===== src/rtl/pc_gen.sv =====
// Program counter generator: sequential fetch, trap/jump/branch redirects, and a
// single pending-redirect slot that holds a redirect requested while fetch is stalled.
module pc_gen #(
  parameter logic [31:0] RESET_PC    = 32'h0000_0000,
  parameter logic [31:0] TRAP_VECTOR = 32'h0000_0100
) (
  input  logic        clk,
  input  logic        reset,
  input  logic        stall,
  input  logic        branch_en,
  input  logic [31:0] branch_target,
  input  logic        jump_en,
  input  logic [31:0] jump_target,
  input  logic        trap_en,
  output logic [31:0] pc,
  output logic [31:0] pc_plus4,
  output logic        pc_valid,
  output logic        redirect_pending,
  output logic        misalign_err,
  output logic [31:0] fetch_count
);

  // Encoding order is the redirect priority, so a plain compare ranks requests.
  typedef enum logic [1:0] {
    REQ_NONE   = 2'd0,
    REQ_BRANCH = 2'd1,
    REQ_JUMP   = 2'd2,
    REQ_TRAP   = 2'd3
  } req_t;

  req_t        pend_prio;
  logic [31:0] pend_tgt;
  req_t        new_prio;
  logic [31:0] new_tgt;
  req_t        sel_prio;
  logic [31:0] sel_tgt;
  logic        take_new;
  logic        advance;

  assign pc_plus4 = pc + 32'd4;

  always_comb begin
    new_prio = REQ_NONE;
    new_tgt  = branch_target;
    if (trap_en) begin
      new_prio = REQ_TRAP;
      new_tgt  = TRAP_VECTOR;
    end else if (jump_en) begin
      new_prio = REQ_JUMP;
      new_tgt  = jump_target;
    end else if (branch_en) begin
      new_prio = REQ_BRANCH;
      new_tgt  = branch_target;
    end
    take_new = (new_prio != REQ_NONE) && (new_prio >= pend_prio);
    sel_prio = take_new ? new_prio : pend_prio;
    sel_tgt  = take_new ? new_tgt  : pend_tgt;
    // The first cycle after reset release presents RESET_PC and behaves like a stall.
    advance  = pc_valid && !stall;
  end

  always_ff @(posedge clk) begin
    if (!reset) begin
      pc               <= RESET_PC;
      pc_valid         <= 1'b0;
      pend_prio        <= REQ_NONE;
      pend_tgt         <= 32'd0;
      redirect_pending <= 1'b0;
      misalign_err     <= 1'b0;
      fetch_count      <= 32'd0;
    end else begin
      pc_valid     <= 1'b1;
      misalign_err <= 1'b0;
      if (advance) begin
        fetch_count      <= fetch_count + 32'd1;
        pend_prio        <= REQ_NONE;
        redirect_pending <= 1'b0;
        if (sel_prio != REQ_NONE) begin
          pc           <= {sel_tgt[31:2], 2'b00};
          misalign_err <= |sel_tgt[1:0];
        end else begin
          pc <= pc_plus4;
        end
      end else if (take_new) begin
        pend_prio        <= new_prio;
        pend_tgt         <= new_tgt;
        redirect_pending <= 1'b1;
      end
    end
  end

endmodule


===== config.mk =====
export PLATFORM = sky130hd
export DESIGN_NAME = pc_gen
export DESIGN_NICKNAME = d
export VERILOG_FILES = /design/src/rtl/pc_gen.sv
export SDC_FILE = /design/constraint.sdc
export NUM_CORES = 1
export LEC_CHECK = 0
export ABC_AREA = 1
export CAP_MARGIN = 25
export CORE_AREA = 2 2 110 112
export DETAILED_ROUTE_END_ITERATION = 10
export DIE_AREA = 0 0 112 114
export PLACE_DENSITY = 0.86
export SYNTH_ARGS = -nofsm -noshare
export SYNTH_HDL_FRONTEND = slang
export SYNTH_SLANG_ARGS = --single-unit

===== constraint.sdc =====
create_clock -name clk -period 3.1 [get_ports clk]
set_clock_uncertainty 0.15 [all_clocks]
set_input_delay 0.93 -clock clk [delete_from_list [all_inputs] [get_ports clk]]
set_output_delay 0.93 -clock clk [all_outputs]
set_load 0.01 [all_outputs]

==> flow_metrics.tcl <==
set metrics [dict create \
    multi_input_area_sq_mm 0.00356 \
    cp_top_family "buffers and inverters" \
    pin_count 169 \
    htreeDepth 3 \
    place_inst 1232 \
    worst_ep_arrival_time_ns 1.94 \
    ys_seq_area_frac 0.338 \
    cp.buffers_inverters 2 \
    fp.dieW_microns 112 \
    cts_hold_buf 0 \
    combPwrFrac 0.183 \
    hp-class "flop to flop" \
    regArea_sq_mm 0.00201 \
    intPower_w 0.00216 \
    post-route-min-period_ns 3.02 \
    synthTopCellsByArea "dfxtp_1, nand2_1, nand3_1, nor2_1, a22oi_1" \
    cts.path.max_buffers 2 \
    post-synth-top-count-cell "nand2_1" \
    firstDrtPassIters 5 \
    fp.dieH_microns 114 \
    nets 1174 \
    fill_cells 982 \
    post_drt_wl_per_cell_microns 15.2 \
    diodes 0 \
    globalplace.congestion 1.01 \
    synth_cell_types 35 \
    rsz0062_at_grt "true" \
    seqPwrFrac 0.457 \
    critPathMaxStageDelay_ns 0.34 \
    netlist_instances 920 \
    total_power_w 0.00298 \
    yosys_warnings 0 \
    initial_core_util 0.501 \
    dieArea_sq_mm 0.0128 \
    core-area_sq_mm 0.0117 \
    crit_path_cell_trace "ha_2 > nand3_4 > inv_2 > nand2_2 > nor2_1 > xor2_1 > dlygate4sd2_1" \
    cap_violations 0 \
    synth_seq_cells 99 \
    drtIter0Drc 630 \
    grtUsageTotal 0.295 \
    drive_gt1_frac 0.129 \
    num_vias 6822 \
    synth_area_sq_mm 0.00586 \
    first_global_vias 6351 \
    synth_edf_count 0 \
    setup_slack_ns 0.0764 \
    port_buffers 164 \
    p_leak_nw 3.30 \
    final_cells 1253 \
    start_kind "flop" \
    setup_viol 0 \
    crit_path_end_kind "output port" \
    status "finished clean" \
    synth_top_area_frac 0.338 \
    numCtsBuffers 9 \
    slowest_stage "dfxtp_1" \
    cts.sinks 99 \
    synthArstFlopShare 0 \
    min_period_over_period 0.975 \
    drc 0 \
    ys_top_cells_by_count "nand2_1, nand3_1, dfxtp_1" \
    switching_share 0.275 \
    finalWirelength_microns 19000 \
    syn_avg_cell_area_sq_um 6.37 \
    hold_viol 0 \
    dp_hpwl_microns 14200 \
    viasPerCell 5.44 \
    cts_tree "done" \
    cts-root-buf "clkbuf_16" \
    crit_fanout 4 \
    grt_antenna_before_repair 0 \
    vdd_drop_max_mv 0.248 \
    max_freq_mhz 331 \
    worstSkewPairLatency_ns 0.35 \
    rows 40 \
    grt_max_degree 60 \
    dp_slack_ns 0.0102 \
    synth_area_leader_cell "dfxtp_1" \
    p_sw_w 0.000818 \
    maxSlewViolCount 0 \
    yosys_most_used_dff "dfxtp_1" \
    crit_type "flop to output port" \
    antenna_left 0 \
    path_clk_slew_ns 0.06 \
    powerDensity_mw_per_mm2 358 \
    clkPwrFrac 0.359 \
    grt_pass1_wl_microns 30500 \
    areaGrowthSynthToFinish_pct 41.6 \
    crit_required_ns 2.02 \
    postLayoutCoreUtil 0.709 \
    overflow 0 \
]
-- metal layers --
layer / part of all wire / up-vias / global-route usage
met4: 0.030 / 0 / 0.120
li1: - / 3365 / -
met1: 0.42 / 3085 / 0.386
met5: 0 / - / 0
met2: 0.46 / 325 / 0.482
met3: 0.090 / 47 / 0.0569
-- cell usage in the layout (no fill, tap or decap), types with 9 or more instances in the layout --
| master | count |
|---|---|
| nand2_1 | 323 |
| clkdlybuf4s50_1 | 140 |
| nand3_1 | 110 |
| dfxtp_1 | 82 |
| nor2_1 | 64 |
| inv_1 | 57 |
| o21ai_0 | 44 |
| buf_4 | 39 |
| a22oi_1 | 31 |
| a21oi_1 | 24 |
| dlygate4sd2_1 | 21 |
| nor3_1 | 17 |
| dfxtp_2 | 15 |
| nand2_2 | 13 |
| nor2_2 | 12 |
| nand3b_1 | 11 |
| nor2_4 | 11 |
| clkbuf_16 | 9 |
-- sequential cells by signal (all words and copies together), names as in the netlist --
signal / count
fetch_count: 32
misalign_err: 1
pc: 30
pc_valid: 1
pend_prio: 2
pend_tgt: 32
redirect_pending: 1
-- per-stage QoR --
stage	hold slack, ns	instance area, sq um	setup TNS (ns)
6_report	0.300	8300	0
5_1_grt	0.313	8300	-0.0264
4_1_cts	0.303	8260	0
3_5_place_dp	0.289	7850	0
3_3_place_gp	0.286	7850	-0.0195
2_1_floorplan	0.276	5870	0
-- tightest hold or removal path, stage by stage (launching register included) --
cell and delay (ns):
dfxtp_1 0.31, nand2_1 0.06, nand2_1 0.04
-- power by group through the flow --
stage               logic (W)  clock network (W)  registers (W)
floorplan            0.000282                  0        0.00139
global placement     0.000535                  0        0.00138
detailed placement   0.000542                  0        0.00139
CTS                  0.000541            0.00109        0.00136
global route         0.000597            0.00114        0.00136
finish               0.000545            0.00107        0.00136
-- final cells by class --
type | count | share of cell area
repair buffers | 209 | 0.244
multi-input cells | 718 | 0.429
clock inverters | 3 | 0.00256
inverters | 64 | 0.0292
clock buffers | 13 | 0.0314
flip-flops and latches | 99 | 0.242
well taps | 147 | 0.0222
-- timing repair --
action | in CTS | in global routing
gates cloned | 0 | 0
pin swaps | 4 | 3
endpoints found under the setup margin | 24 | 7
setup buffers | 1 | 4
resized for setup | 68 | 8
-- kinds of logic (layout without fill, tap and decap cells) --
kind of cell,after synthesis,in the layout,share of synthesized area
adders and majority gates,3,3,0.00640
other,1,4,0.000640
xor gates and xnor gates,16,16,0.0239
AOI/OAI and AO/OA,107,107,0.106
DFF,99,99,0.338
buffers and inverters,106,289,0.0815
and+or+nand+nor,588,588,0.444
-- worst paths after layout --
kind / from / end / slack [ns] / cells past startpoint
max: pc[3]$_SDFFE_PN0P_ / pc_plus4[18] / 0.08 / 7
min: pend_tgt[22]$_SDFFE_PN0N_ / pend_tgt[22]$_SDFFE_PN0N_ / 0.30 / 2
max reg2reg: fetch_count[0]$_SDFFE_PN0P_ / fetch_count[28]$_SDFFE_PN0P_ / 1.00 / 10
min reg2reg: pend_tgt[22]$_SDFFE_PN0N_ / pend_tgt[22]$_SDFFE_PN0N_ / 0.30 / 2
(Power assumes the default switching activity.)
